==> src/rtl/ssd_scan_decoder.sv <==
// ssd_scan_decoder: receive-side decoder for a multiplexed two-digit,
// active-low seven-segment scan bus (gfedcba + two digit enables).
// Recovers tens/ones BCD digits and their binary value, flags illegal
// patterns (seg_err) and a stalled scan (scan_timeout).
// Optional build macro SSD_CHANGE_ONLY_EN: when defined, update pulses only
// when the published value changes, or on the first publish after reset or
// after a timeout. When undefined, update pulses on every publish.
//
// Handshake: the outputs form a one-way valid stream. update is a one-cycle
// strobe that marks the cycle where tens_out/ones_out/value_bin have just
// reloaded. value_valid is a level that is high while the published value is
// current and the scan is alive. There is no ready; the consumer must sample
// on the update strobe.
module ssd_scan_decoder #(
    parameter int SETTLE_CYC  = 1000,
    parameter int TIMEOUT_CYC = 1500000,
    parameter int MAX_TENS    = 3
) (
    input  logic       CLOCK_50,
    input  logic       reset_n,
    input  logic [6:0] hex_in,
    input  logic       en1_in,
    input  logic       en2_in,
    output logic [3:0] tens_out,
    output logic [3:0] ones_out,
    output logic [5:0] value_bin,
    output logic       value_valid,
    output logic       update,
    output logic       seg_err,
    output logic       scan_timeout
);

    localparam int SW = $clog2(SETTLE_CYC + 2);
    localparam int TW = $clog2(TIMEOUT_CYC + 1);

    typedef enum logic [1:0] {IDLE, HAVE_T, HAVE_O} state_t;

    state_t        state, state_nxt;
    logic [8:0]    sync1, sync2, prev;
    logic [SW-1:0] settle_cnt;
    logic [TW-1:0] wd_cnt;
    logic [3:0]    tens_h, ones_h;
    logic [3:0]    digit;
    logic          legal;
    logic          is_tens, is_ones;
    logic          settled, capture, reject, accept, wd_hit;
    logic          load_t, load_o, publish;
    logic [3:0]    pub_tens, pub_ones;
    logic [5:0]    pub_value;
`ifdef SSD_CHANGE_ONLY_EN
    logic          first_pub;
`endif

    // Two-flop synchronizer on the 9-bit bus, plus a delayed copy for change detection.
    always_ff @(posedge CLOCK_50) begin
        if (!reset_n) begin
            sync1 <= '0;
            sync2 <= '0;
            prev  <= '0;
        end else begin
            sync1 <= {en1_in, en2_in, hex_in};
            sync2 <= sync1;
            prev  <= sync2;
        end
    end

    assign is_tens = sync2[8] & ~sync2[7];
    assign is_ones = ~sync2[8] & sync2[7];

    // Settle counter: restarts on any pattern change, saturates one past the
    // threshold so a steady pattern is captured exactly once.
    always_ff @(posedge CLOCK_50) begin
        if (!reset_n) begin
            settle_cnt <= '0;
        end else if (sync2 != prev) begin
            settle_cnt <= '0;
        end else if (settle_cnt != SW'(SETTLE_CYC + 1)) begin
            settle_cnt <= settle_cnt + 1'b1;
        end
    end

    // The equality guard stops a count still running from the old pattern
    // from capturing the first cycle of a new one.
    assign settled = (settle_cnt == SW'(SETTLE_CYC)) && (sync2 == prev);
    assign capture = settled && (is_tens || is_ones);

    // Active-low gfedcba to BCD digit; anything not in the table is illegal.
    always_comb begin
        digit = 4'd0;
        legal = 1'b1;
        case (sync2[6:0])
            7'b1000000: digit = 4'd0;
            7'b1111001: digit = 4'd1;
            7'b0100100: digit = 4'd2;
            7'b0110000: digit = 4'd3;
            7'b0011001: digit = 4'd4;
            7'b0010010: digit = 4'd5;
            7'b0000010: digit = 4'd6;
            7'b1111000: digit = 4'd7;
            7'b0000000: digit = 4'd8;
            7'b0010000: digit = 4'd9;
            default:    legal = 1'b0;
        endcase
    end

    assign reject = capture && (!legal || (is_tens && (digit > 4'(MAX_TENS))));
    assign accept = capture && !reject;

    // Watchdog: cleared by any capture, saturates so the threshold hits once.
    always_ff @(posedge CLOCK_50) begin
        if (!reset_n) begin
            wd_cnt <= '0;
        end else if (capture) begin
            wd_cnt <= '0;
        end else if (wd_cnt != TW'(TIMEOUT_CYC)) begin
            wd_cnt <= wd_cnt + 1'b1;
        end
    end

    assign wd_hit = (wd_cnt == TW'(TIMEOUT_CYC - 1));

    // FSM state register.
    always_ff @(posedge CLOCK_50) begin
        if (!reset_n) state <= IDLE;
        else          state <= state_nxt;
    end

    // Pairing FSM: hold one digit until the other phase arrives, then publish.
    always_comb begin
        state_nxt = state;
        load_t    = 1'b0;
        load_o    = 1'b0;
        publish   = 1'b0;
        if (accept) begin
            case (state)
                IDLE: begin
                    if (is_tens) begin load_t = 1'b1; state_nxt = HAVE_T; end
                    else         begin load_o = 1'b1; state_nxt = HAVE_O; end
                end
                HAVE_T: begin
                    if (is_ones) begin publish = 1'b1; state_nxt = IDLE; end
                    else         load_t = 1'b1;
                end
                HAVE_O: begin
                    if (is_tens) begin publish = 1'b1; state_nxt = IDLE; end
                    else         load_o = 1'b1;
                end
                default: state_nxt = IDLE;
            endcase
        end else if (reject || wd_hit) begin
            state_nxt = IDLE;
        end
    end

    assign pub_tens  = is_tens ? digit : tens_h;
    assign pub_ones  = is_ones ? digit : ones_h;
    assign pub_value = ({2'b00, pub_tens} << 3) + ({2'b00, pub_tens} << 1) + {2'b00, pub_ones};

    // Held digits, published outputs, strobes and the timeout level.
    always_ff @(posedge CLOCK_50) begin
        if (!reset_n) begin
            tens_h       <= '0;
            ones_h       <= '0;
            tens_out     <= '0;
            ones_out     <= '0;
            value_bin    <= '0;
            value_valid  <= 1'b0;
            update       <= 1'b0;
            seg_err      <= 1'b0;
            scan_timeout <= 1'b0;
`ifdef SSD_CHANGE_ONLY_EN
            first_pub    <= 1'b1;
`endif
        end else begin
            update  <= 1'b0;
            seg_err <= reject;
            if (load_t) tens_h <= digit;
            if (load_o) ones_h <= digit;
            if (publish) begin
                tens_out    <= pub_tens;
                ones_out    <= pub_ones;
                value_bin   <= pub_value;
                value_valid <= 1'b1;
`ifdef SSD_CHANGE_ONLY_EN
                update      <= first_pub || (pub_value != value_bin);
                first_pub   <= 1'b0;
`else
                update      <= 1'b1;
`endif
            end
            if (accept) begin
                scan_timeout <= 1'b0;
            end else if (wd_hit) begin
                scan_timeout <= 1'b1;
                value_valid  <= 1'b0;
`ifdef SSD_CHANGE_ONLY_EN
                first_pub    <= 1'b1;
`endif
            end
        end
    end

endmodule
==> config.mk <==
export PLATFORM = sky130hd
export DESIGN_NAME = ssd_scan_decoder
export DESIGN_NICKNAME = d
export VERILOG_FILES = /design/src/rtl/ssd_scan_decoder.sv
export SDC_FILE = /design/constraint.sdc
export NUM_CORES = 1
export LEC_CHECK = 0
export ABC_AREA = 1
export ABC_CLOCK_PERIOD_IN_PS = 5900
export CAP_MARGIN = 15
export CORE_ASPECT_RATIO = 0.6
export CORE_UTILIZATION = 45
export CTS_BUF_LIST = sky130_fd_sc_hd__clkbuf_4 sky130_fd_sc_hd__clkbuf_8
export CTS_CLUSTER_SIZE = 25
export DETAILED_ROUTE_END_ITERATION = 10
export PLACE_DENSITY = 0.69
export SYNTH_ARGS = -nofsm -noshare
export SYNTH_HDL_FRONTEND = slang
export SYNTH_SLANG_ARGS = --single-unit
==> constraint.sdc <==
create_clock -name CLOCK_50 -period 5.9 [get_ports CLOCK_50]
set_input_delay 1.18 -clock CLOCK_50 [delete_from_list [all_inputs] [get_ports CLOCK_50]]
set_output_delay 1.18 -clock CLOCK_50 [all_outputs]
set_load 0.02 [all_outputs]
Yosys cells after proc, flatten, opt, wreduce, memory -nomap -nowiden:

Cells that the tools add are included.

* add/subtract/negate cells: 4
* reduce and logical (&&, ||, !) cells: 19
* magnitude comparators: 1
* bitwise logic cells: 5
* mux-type cells: 24
* equality and inequality tests: 19

Operators with widths (count)
* $pmux W4 S9: 1
* $add A21 B1 Y21 const B: 1
* $eq A21 B21 Y1 const B: 1
* $eq A7 B5 Y1 const B: 3
* $eq A7 B7 Y1 const B: 3
* $ne A21 B21 Y1 const B: 1
* $eq A7 B6 Y1 const B: 2
* $mux W1: 13
* $add A10 B1 Y10 const B: 1
* $eq A10 B10 Y1 const B: 1
* $mux W2: 5
* $ne A10 B10 Y1 const B: 1
* $reduce_or A10 Y1: 1
* $eq A9 B9 Y1: 1
* $ne A9 B9 Y1: 1
* $mux W4: 2
* $reduce_or A2 Y1: 4
* $eq A7 B2 Y1 const B: 1
* $logic_not A7 Y1: 1
* $add A6 B4 Y6: 1
* $add A6 B5 Y6: 1
* $ne A3 B3 Y1 const B: 2
* $pmux W2 S3: 1
* $logic_and A1 B1 Y1: 5
* 11 further kinds: 18

* word-level logic and storage cells: 87
* input bits: 11
* output and inout bits: 18
* register bits after elaboration: 86

Logic depth before layout (Yosys ltp):

* word-level depth: 12
* mapped depth: 17
* depth with buffers taken out: 17

Worst setup path after synthesis:

OpenSTA, ideal clock, no wires.

* path kind: register to register
* start point: reg sync2[4]
* end point: reg value_bin[5]
* buffers on the path: 0
* slack: 3.198 ns
* stages on the path, launching flop included: 15
* period minus slack after synthesis: 2.702 ns
* setup time: 0.132 ns
* arrival time: 2.571 ns
* data required time: 5.768 ns
* cell sequence: dfxtp_1 > inv_1 > nor3_2 > a31oi_1 > nand3_1 > inv_1 > o21ai_0 > fa_1 > ha_1 > nand3_1 > nand2_1 > xnor2_1 > xor2_1 > nor2_1 > nor3_1

* elaborated cells between the ends (all ways): 28
* those cells by class: add/sub (2); order compare (1); eq/ne (10); mux (5); reduce/logical (10)

RTL lines
* start, declared: RTL line 39 `logic [8:0] sync1, sync2, prev;`
* start signal, assigned: RTL line 62 `sync2 <= sync1;`
* $eq A7 B5 Y1, or another cell as far along: RTL line 91 `case (sync2[6:0])`
* $pmux W4 S9 (*): RTL line 91
* $mux W4 (*): RTL line 155 `assign pub_tens = is_tens ? digit : tens_h;`
* via pub_tens[0]: RTL line 48 `logic [3:0] pub_tens, pub_ones;`
* $add A6 B5 Y6 (*): RTL line 157 `assign pub_value = ({2'b00, pub_tens} << 3) + ({2'b00, pub_tens} << 1) + {2'b00, pub_ones};`
* $add A6 B4 Y6 (*): RTL line 157
* end signal, assigned: RTL line 182 `value_bin <= pub_value;`
* end, declared: RTL line 26 `output logic [5:0] value_bin,`

The timed path passes the listed nets; every way through them passes the cells marked *.
A chain may end at the register's enable or synchronous reset.

Final worst setup path:

Ends and elaborated chain as after synthesis.

==> metrics.md <==
| Metric | Value |
|---|---|
| Critical path class | reg -> reg |
| Most common cell after layout, fill and taps aside | nand2_1 |
| CTS H-Tree Depth | 3 |
| Critical Path Start Type | flip-flop |
| CTS resizes | 0 |
| Post-synthesis net count | 620 |
| DP Area | 4510 sq um |
| Tcrit/Tclk final | 54.3% |
| CTS max path bufs | 2 |
| Vias in the first global route | 3292 |
| Status | completed |
| Origin of the critical flop-to-flop path | sync2[4] |
| Final setup violation count | 0 |
| Initial DRC count | 254 |
| Area Growth Syn to Fin | 13.3% |
| CP startpoint | sync2[4] |
| Chip width | 126 um |
| Hold WS | between 0.4 and 0.5 ns |
| Detail Placement HPWL | 6070 um |
| Ys Warns | 0 |
| Worst Setup End Kind | flip-flop |
| Diode count | 0 |
| Antenna violations before repair | 0 |
| Root buffer cell | clkbuf_8 |
| Post-layout instance area | 4700 sq um |
| Final hold viol count | 0 |
| Reg2reg setup slack | 2.69 ns |
| Die area | between 9000 and 10000 sq um |
| Seq cells post-synth | 85 |
| Clock Sinks | 85 |
| Routed wire length per instance | 11.1 um |
| Via count | 3602 |
| Clock Latency Late Sink | 0.36 ns |
| RSZ-0062 raised after global routing | no |
| CP max FO | 5 |
| Hold Startpoint | sync1[3] |
| Distinct cells, synth | 35 |
| Syn Area/Cell | 7.01 sq um |
| R2R cell count | 14 |
| GRT Overall Usage | 18.7% |
| Postcts setup bufs | 0 |
| Fillers | 859 |
| Mapped cell area | ~4100 sq um |
| DRT Pass-1 Iters | 5 |
| Final layout net count | about 650 |
| Final Wtd Congestion | 0.877 |
| Clock transition at the registers of the reported paths | roughly 0.080 ns |
| Largest net degree at the start of global routing | 47 |
| Worst min-delay path class | reg -> reg |
| PortBufs | 28 |
| Cell Rows | 26 |
| Max VDD drop | between 0.1 and 0.15 mV |
| Critical Path End | value_bin[5] |
| Post-Route Utilization | 53.9% |
| GR Overflow Total | 0 |
| CTS Buf Count | 9 |
| Synthesized instance count | slightly below 600 |
| Accumulated negative setup slack | 0 ns |
| Slew Viols, Final | 0 |
| Power density over the cells | 222 nW/um^2 |
| Worst clock skew | between 0.007 and 0.008 ns |
| P_leak | 2.06 nW |
| Hold_buf cts | 0 |
| Vias per inst | 4.90 |
| Antenna Violating Nets Remaining | 0 |
| Slew margin rel. | 53.7% |
| Total power | 1.05 mW |
| Initial Util | between 40% and 50% |
| Detailed Route WL | 8130 um |
| First-pass GRT wire length | 14500 um |
| Slew @ Worst Pin | 0.692 ns |
| Top Ports | 29 |
| CP Data Arrival Time | 3.49 ns |
| Minimum clock period | around 3.2 ns |
| CTS tree | built |
| Most frequent cells in the layout | nand2_1 (143), inv_1 (93), dfxtp_1 (85) |
| Layout cells sized above 1 | approximately 6.6% |
| Fmax | between 300 and 400 MHz |
| Reg-to-reg endpoint | value_bin[5] |
| Core area | approximately 8700 sq um |
| Die Y | 76.3 um |
| Max-cap violations | 0 |
| Register area share after synthesis | 41.1% |
| Worst Path Required | 6.19 ns |
| DR DRC count | 0 |
-- worst max-delay path, stage by stage, from the launching register on --
cell and delay, ns:
dfxtp_1 0.43, inv_1 0.13, nor3_2 0.23, a31oi_1 0.13, nand3_1 0.15, inv_1 0.07, o21ai_0 0.42, fa_1 0.51
ha_1 0.31, nand3_1 0.08, nand2_1 0.07, xnor2_1 0.24, xor2_1 0.18, nor2_1 0.07, nor3_1 0.11
-- routing by layer --
layer | GRT usage [%] | part of all wire [%] | vias to the layer above | wire length (um)
met2 | 27.7 | 42 | 76 | 3450
met3 | 6.11 | 4.9 | 13 | 398
met1 | 25.5 | 51 | 1617 | 4180
met5 | 0 | 0 | - | 0
met4 | 6.02 | 1.2 | 0 | 100
li1 | - | - | 1896 | -
-- power breakdown --
group	switching (mW)	leakage, nW	internal (mW)	total, mW
Combinational	0.0436	1.27	0.0246	0.0682
Sequential	0.00809	0.690	0.583	0.591
Clock	0.192	0.0994	0.194	0.386
-- synth_stat cells --
library cell | number | share of area [%]
nor2_1 | 73 | 6.6
clkbuf_1 | 8 | 0.72
a21oi_1 | 30 | 3.6
nand3_1 | 32 | 3.9
buf_1 | 1 | 0.090
a31oi_1 | 2 | 0.30
dfxtp_1 | 85 | 41
o21ai_0 | 17 | 2.1
nand2_4 | 1 | 0.27
buf_4 | 2 | 0.36
nor4_1 | 4 | 0.60
nand2_2 | 3 | 0.45
nor2_2 | 6 | 0.91
o21ai_1 | 6 | 0.72
nor3_1 | 13 | 1.6
fa_1 | 2 | 0.97
ha_1 | 16 | 4.8
clkinv_1 | 1 | 0.090
inv_2 | 5 | 0.45
inv_1 | 93 | 8.4
nor3b_1 | 5 | 0.91
o22ai_1 | 1 | 0.15
and3_1 | 2 | 0.30
buf_6 | 1 | 0.27
nor3_2 | 2 | 0.48
or2_2 | 5 | 0.75
nand2_1 | 143 | 13
nor3_4 | 1 | 0.39
nor4_2 | 1 | 0.30
or2_0 | 1 | 0.15
o21a_1 | 2 | 0.36
xor2_1 | 10 | 2.1
xnor2_1 | 4 | 0.85
nand4_1 | 12 | 1.8
nand3_2 | 1 | 0.24
-- logic make-up after synthesis --
family,count (synthesis),share of synthesized area (%)
AND/OR/NAND/NOR,305,32.6
buffers and inverters,111,10.4
flip-flops,85,41.1
AO/OA/AOI/OAI,58,7.21
adder cells (fa/ha/maj),18,5.80
XOR/XNOR,14,2.96
-- worst min path at each step --
stage / depth (start not counted) / slack (ns) / end
after detailed placement: 2 / 0.40 / sync2[7]
after global routing: 2 / 0.44 / sync2[8]
after CTS: 2 / 0.42 / sync2[3]
after floorplan: 2 / 0.39 / sync2[0]
final: 2 / 0.41 / sync2[3]
after global placement: 2 / 0.39 / sync2[3]
-- metrics by stage --
step	instances	setup slack [ns]
6_report	735	2.69
5_1_grt	735	2.44
4_1_cts	735	2.73
3_5_place_dp	720	2.76
3_3_place_gp	720	2.86
2_1_floorplan	591	3.20
-- state kept, by name (all words and copies together), names as in the netlist, 2 cells and up --
name and cells:
ones_h 4, ones_out 4, prev 9, settle_cnt 10, state 2, sync1 9
sync2 9, tens_h 4, tens_out 4, value_bin 5, wd_cnt 21
-- area by class of cell --
cell class | count | area (sq um) | share of cell area (%)
sequential | 85 | 1700 | 36.2
clock buffer | 14 | 180 | 3.83
clock inverter | 1 | 5.00 | 0.107
tap | 112 | 140 | 2.98
multi-input combinational | 395 | 2010 | 42.8
timing repair buffer | 29 | 288 | 6.13
inverter | 99 | 372 | 7.91
Power figures use the tool's default switching activity.
